==> config.mk <==
export PLATFORM = sky130hd
export DESIGN_NAME = reg_read_port
export DESIGN_NICKNAME = d
export VERILOG_FILES = /design/src/rtl/reg_read_port_pkg.sv /design/src/rtl/reg_read_port_read_decoder_4_16.sv /design/src/rtl/reg_read_port.sv
export SDC_FILE = /design/constraint.sdc
export NUM_CORES = 1
export LEC_CHECK = 0
export ABC_AREA = 0
export CAP_MARGIN = 20
export CORE_ASPECT_RATIO = 0.75
export CORE_MARGIN = 10
export CORE_UTILIZATION = 40
export DETAILED_ROUTE_END_ITERATION = 8
export PLACE_DENSITY = 0.66
export SETUP_SLACK_MARGIN = 0.5
export SYNTH_ARGS = -nofsm -noshare
export SYNTH_HDL_FRONTEND = slang
export SYNTH_SLANG_ARGS = --single-unit
export TNS_END_PERCENT = 20
==> constraint.sdc <==
create_clock -name clk -period 34.7 [get_ports clk]
set_input_delay 8.675 -clock clk [delete_from_list [all_inputs] [get_ports clk]]
set_output_delay 8.675 -clock clk [all_outputs]
set_load 0.1 [all_outputs]
==> src/rtl/reg_read_port_pkg.sv <==
// reg_read_port_pkg: shared sizing constants for the register-file read port
package reg_read_port_pkg;
  localparam int DATA_W = 16;
  localparam int NUM_REGS = 16;
  localparam int ID_W = 4;
  localparam logic [ID_W-1:0] REG_ZERO = '0;
  localparam logic [NUM_REGS-1:0] ONE_HOT0 = 1;
endpackage

==> src/rtl/reg_read_port_read_decoder_4_16.sv <==
// read_decoder_4_16: source register ID to one-hot bitline select
module read_decoder_4_16
  import reg_read_port_pkg::*;
(
  input  logic [ID_W-1:0]     id,
  output logic [NUM_REGS-1:0] sel
);
  assign sel = ONE_HOT0 << id;
endmodule

==> src/rtl/reg_read_port.sv <==
// reg_read_port: register array read side with scoreboard stall and writeback bypass
module reg_read_port
  import reg_read_port_pkg::*;
(
  input  logic                clk,
  input  logic                rst,
  input  logic                rd_req,
  output logic                rd_ready,
  input  logic [ID_W-1:0]     SrcReg1,
  input  logic [ID_W-1:0]     SrcReg2,
  input  logic                alloc_en,
  input  logic [ID_W-1:0]     alloc_reg,
  input  logic                WriteReg,
  input  logic [ID_W-1:0]     DstReg,
  input  logic [DATA_W-1:0]   DstData,
  output logic [DATA_W-1:0]   SrcData1,
  output logic [DATA_W-1:0]   SrcData2,
  output logic                rd_valid,
  output logic [NUM_REGS-1:0] busy_vec
);
  logic [DATA_W-1:0] regs [NUM_REGS];
  logic [NUM_REGS-1:0] sel1, sel2, wl, alloc_set, busy_nxt;
  logic [DATA_W-1:0] rd1, rd2;
  logic byp1, byp2, haz1, haz2, accept;

  read_decoder_4_16 u_dec1 (.id(SrcReg1), .sel(sel1));
  read_decoder_4_16 u_dec2 (.id(SrcReg2), .sel(sel2));

  assign byp1 = WriteReg && DstReg == SrcReg1 && SrcReg1 != REG_ZERO;
  assign byp2 = WriteReg && DstReg == SrcReg2 && SrcReg2 != REG_ZERO;
  assign haz1 = busy_vec[SrcReg1] && !byp1;
  assign haz2 = busy_vec[SrcReg2] && !byp2;
  assign rd_ready = !haz1 && !haz2;
  assign accept = rd_req && rd_ready;
  assign wl = (WriteReg && DstReg != REG_ZERO) ? ONE_HOT0 << DstReg : '0;
  assign alloc_set = (alloc_en && accept && alloc_reg != REG_ZERO) ? ONE_HOT0 << alloc_reg : '0;
  assign busy_nxt = (busy_vec & ~wl) | alloc_set;

  // one-hot bitline mux; R0 is never written so it always reads zero
  always_comb begin
    rd1 = '0;
    rd2 = '0;
    for (int i = 0; i < NUM_REGS; i++) begin
      rd1 = rd1 | (sel1[i] ? regs[i] : '0);
      rd2 = rd2 | (sel2[i] ? regs[i] : '0);
    end
  end

  // register array written through the gated wordline
  always_ff @(posedge clk or posedge rst) begin
    if (rst) begin
      for (int i = 0; i < NUM_REGS; i++) regs[i] <= '0;
    end else begin
      for (int i = 0; i < NUM_REGS; i++) if (wl[i]) regs[i] <= DstData;
    end
  end

  // operand registers, valid flag and pending-write scoreboard
  always_ff @(posedge clk or posedge rst) begin
    if (rst) begin
      SrcData1 <= '0;
      SrcData2 <= '0;
      rd_valid <= 1'b0;
      busy_vec <= '0;
    end else begin
      rd_valid <= accept;
      busy_vec <= busy_nxt;
      if (accept) begin
        SrcData1 <= byp1 ? DstData : rd1;
        SrcData2 <= byp2 ? DstData : rd2;
      end
    end
  end
endmodule
**Yosys cells after proc, flatten, opt, wreduce, memory -nomap -nowiden**

Cells that the tools add are included.
Widths: inputs -> output; s select.

- Register bits after elaboration: 305
- Input bits: 37
- Word-level logic and storage cells: 120

- $lt $le $gt $ge: 2
- Equality and inequality tests: 2
- Shift operators: 4
- Mux-type cells: 40
- Bitwise logic cells: 33
- Reductions and logical operators: 19

Operator list:

| kind | number |
|---|---|
| $mux 16 | 36 |
| $or 16x16->16 | 31 |
| $shl 1x4->16 const A | 4 |
| $and 16x16->16 | 1 |
| $not 16->16 | 1 |
| $reduce_bool 4->1 | 4 |
| $logic_and 1x1->1 | 11 |
| $lt 4x5->1 const B | 2 |
| $bmux 1 s4 | 2 |
| $eq 4x4->1 | 2 |
| $logic_not 1->1 | 4 |
| $mux 1 | 2 |

**Logic depth before layout (Yosys ltp)**

- Depth after elaboration: 18
- Depth in mapped cells: 10
- Gate-level depth less buffers: 6

**Cells and area by module**

A second synthesis with hierarchy kept.

- Cells, all modules: 1287
- Area, all modules: 15392.3 µm²

Modules (own cells, without submodules):

| module | instances | cells each | area an instance (µm²) |
|---|---|---|---|
| reg_read_port | 1 | 1247 | 14939.3 |
| read_decoder_4_16 | 2 | 20 | 226.5 |

**Worst setup path after synthesis**

OpenSTA, ideal clock, no wires.

- Kind: input to output
- Start: in DstReg[0]
- End: out rd_ready
- Arrival: 10.288 ns
- Data required time: 26.025 ns
- Path slack: 15.737 ns
- Cell stages on the path: 9
- Path buffers: 4
- Path through: buf_2 > xnor2_1 > nand4_2 > or2_2 > buf_2 > a22o_1 > buf_6 > inv_2 > buf_6

- Cells in the longest elaborated chain, start to end: 7
- Elaborated cells on any way between the ends: 13

Ends and longest elaborated chain:

| what | RTL line | RTL |
|---|---|---|
| start: declaration | reg_read_port.sv:14 | `input logic [ID_W-1:0] DstReg,` |
| $eq 4x4->1 (on tied branches) | reg_read_port.sv:29, reg_read_port.sv:30 |  |
| $logic_and 1x1->1 (on tied branches) (2 in series) | reg_read_port.sv:29, reg_read_port.sv:30 |  |
| $logic_not 1->1 (on tied branches) | reg_read_port.sv:31, reg_read_port.sv:32 |  |
| $logic_and 1x1->1 (on tied branches) | reg_read_port.sv:31, reg_read_port.sv:32 |  |
| $logic_not 1->1 | reg_read_port.sv:33 | `assign rd_ready = !haz1 && !haz2;` |
| $logic_and 1x1->1 * | reg_read_port.sv:33 |  |
| end: declaration | reg_read_port.sv:8 | `output logic rd_ready,` |

Mark *: on every way between the ends. The rest lies on a longest branch, timed or not.

**Final worst setup path**

- Start: in SrcReg1[1]
- End: out rd_ready

- Cells in the longest elaborated chain, start to end: 7
- Elaborated cells on any way between the ends: 10

Ends and longest elaborated chain:

| what | RTL line | RTL |
|---|---|---|
| start: declaration | reg_read_port.sv:9 | `input logic [ID_W-1:0] SrcReg1,` |
| branches (longest 4 deep; another with $bmux 1 s4) | n/a |  |
| $logic_and 1x1->1 * | reg_read_port.sv:31 | `assign haz1 = busy_vec[SrcReg1] && !byp1;` |
| $logic_not 1->1 * | reg_read_port.sv:33 |  |
| $logic_and 1x1->1 * | reg_read_port.sv:33 |  |

Mark *: on every way between the ends. The select of a mux whose other input is x is not followed.

==> impl_metrics.json <==
{
  "p_comb_share_pct": 34.9,
  "ys_warn_count": 0,
  "yosysSeqAreaShare_pct": 44.22,
  "async_flop_share_pct": 100.0,
  "rows": 65,
  "yosys-top-cells-area": "dfrtp_1, mux2_2, mux2i_1, a22oi_1, clkbuf_1",
  "stdcell_area_um2": 19420,
  "die_height_um": 199.9,
  "post_cts_buffers": 0,
  "hold_path.class": "flip-flop to flip-flop",
  "dp_hpwl_um": 47380,
  "die_width_um": 259.9,
  "path_cells": "buf_2, buf_4, nor3_1, o21a_2, or2_2, a22o_1, inv_2, clkdlybuf4s50_1",
  "arrival_ns": 12.77,
  "vias": 14500,
  "fin_nets": 1533,
  "fmax_mhz": 46.63,
  "avgSynthCellArea_um2": 11.49,
  "antenna_left": 0,
  "grt_pass1_vias": 13880,
  "slowest_delay_ns": 1.21,
  "postPlaceCellArea_um2": 18360,
  "vdd_drop_max_v": 0.00006764,
  "yosysMostFrequentCell": "dfrtp_1",
  "ctsRootBufferMaster": "clkbuf_16",
  "path_buf_inv": 4,
  "finalCritPeriodShare_pct": 61.81,
  "p_per_area_nw_per_um2": 69.70,
  "rsz0062_at_grt": "no",
  "cts_tree": "yes",
  "final-seq-area_um2": 7632,
  "overflow": 0,
  "area_growth_pct": 12.49,
  "status": "finished clean",
  "fp.coreArea_um2": 42370,
  "final-hold-violation-count": 0,
  "critPathTopFamily": "buffers and inverters",
  "setup_violations": 0,
  "ios": 87,
  "cts_hold_buf": 0,
  "p_total_uw": 1353,
  "final_util_pct": 45.83,
  "switchingPower_uw": 552.4,
  "worst_pin_slew_ns": 1.363,
  "critPathKind": "primary input to output pin",
  "drt_first_pass_iters": 6,
  "swShare_pct": 40.82,
  "clkLatencyLatePin_ns": 0.60,
  "max-slew-margin-rel_pct": 8.963,
  "slowest_stage": "clkdlybuf4s50_1",
  "fp.dieArea_um2": 51950,
  "viasPerCell": 6.924,
  "yosys-top-cells-count": "dfrtp_1, mux2_2, clkbuf_1, mux2i_1, a22oi_1",
  "netlist_area_um2": 17260,
  "ys_types": 80,
  "required_ns": 26.02,
  "cts_max_path_buffers": 3,
  "grt_max_degree": 112,
  "drive_gt1_share_pct": 29.56,
  "syn_nets": 1539,
  "wire_per_inst_um": 34.67,
  "final.setup_skew_ns": 0.02090,
  "drc_errors": 0,
  "p_clk_share_pct": 25.7,
  "numPortBuffers": 86,
  "cts_inserted_buffers": 29,
  "p_leak_uw": 0.007786,
  "gp_congestion": 1.032,
  "drv_slew": 0,
  "start_util_pct": 40.74,
  "startpoint_type": "primary input",
  "multi_input_area_um2": 8748,
  "yosys.area.top_type": "dfrtp_1",
  "cap_violations": 0,
  "drt-total-wl_um": 72590,
  "n_fill_cell": 3872,
  "grt_pass1_wl_um": 103500,
  "synth_ff_type": "dfrtp_1",
  "synth_top_cell_area_share_pct": 44.22,
  "synthCells": 1502,
  "ys_ff_latch": 305,
  "pwr-share-seq_pct": 39.4,
  "end_kind": "output pin",
  "final.setup.tns_ns": 0,
  "p_int_uw": 800.9,
  "antenna_found_initial": 5,
  "htree_num_levels": 1,
  "path_clk_slew_ns": 0.07,
  "min_period_ns": 21.45,
  "drtIter0Drc": 2390,
  "cts_sinks": 305,
  "grt_usage_pct": 27.25,
  "cp_max_fo": 67,
  "cts_resized": 0,
  "synth-edff-count": 0
}
## through the flow
| stage | setup slack (ns) | std cells | hold slack, ns |
|---|---|---|---|
| floorplan | 15.74 | 1502 | 0.4431 |
| global placement | 13.50 | 2031 | 0.3825 |
| detailed placement | 13.42 | 2031 | 0.3898 |
| CTS | 13.43 | 2085 | 0.4050 |
| global route | 13.26 | 2088 | 0.4181 |
| finish | 13.25 | 2094 | 0.4098 |
## power groups by stage
stage | Sequential (µW) | Clock [µW] | Combinational (µW)
4_1_cts | 529 | 350 | 467
2_1_floorplan | 651 | 0 | 202
3_5_place_dp | 535 | 0 | 465
3_3_place_gp | 534 | 0 | 461
6_report | 533 | 348 | 472
5_1_grt | 540 | 364 | 492
## layout by cell type (no fill, tap or decap), types with 23 or more instances in the layout
master and instances:
dfrtp_1 305, a22o_1 24, buf_4 33, a21oi_1 24, nor2_1 26, nand3b_1 23
mux2_2 286, nor2b_1 28, mux2i_1 50, nand2_1 37, a22oi_1 49, inv_1 44
o21ai_0 41, clkdlybuf4s50_1 78, clkbuf_16 29, a32oi_1 29
## final cells by class
cell class,instances,area share (%)
multi-input combinational,989,45.05
sequential,305,39.31
timing repair buffer,121,5.587
clock buffer,38,4.169
tap,569,3.666
clock inverter,16,1.070
inverter,50,1.070
antenna,6,0.07732
## per-layer routing
metal  vias up  GRT usage, %  share of wire (%)
met5         -             0                  0
met4         0         8.991                3.7
met3       191         10.79                 14
met2      1123         38.25                 41
met1      7428         37.45                 42
li1       5757             -                  -
## final timing paths
kind / startpoint / end / slack (ns) / depth (start not counted)
worst max register to register: busy_vec[2]$_DFF_PP0_ / SrcData1[4]$_DFFE_PP0P_ / 32.17 / 6
worst min register to register: regs[243]$_DFFE_PP0P_ / regs[243]$_DFFE_PP0P_ / 0.41 / 0
max in group asynchronous: rst / regs[86]$_DFFE_PP0P_ / 24.67 / 3
min in group asynchronous: rst / regs[142]$_DFFE_PP0P_ / 8.59 / 2
worst min-delay path: regs[243]$_DFFE_PP0P_ / regs[243]$_DFFE_PP0P_ / 0.41 / 0
worst max-delay path: SrcReg1[1] / rd_ready / 13.25 / 8
## cell families after synthesis
group	count (synthesis)	synth area share, %
DFF	305	44.22
buffers and inverters	208	5.581
and+or+nand+nor	273	9.452
xor gates and xnor gates	6	0.3044
AOI/OAI and AO/OA	356	16.82
muxes	354	23.62
## flip-flops by register name, summed over array words and instances (netlist names)
signal    flops
regs        256
SrcData1     16
rd_valid      1
busy_vec     16
SrcData2     16
No activity file was read; power rests on OpenSTA's default activity.
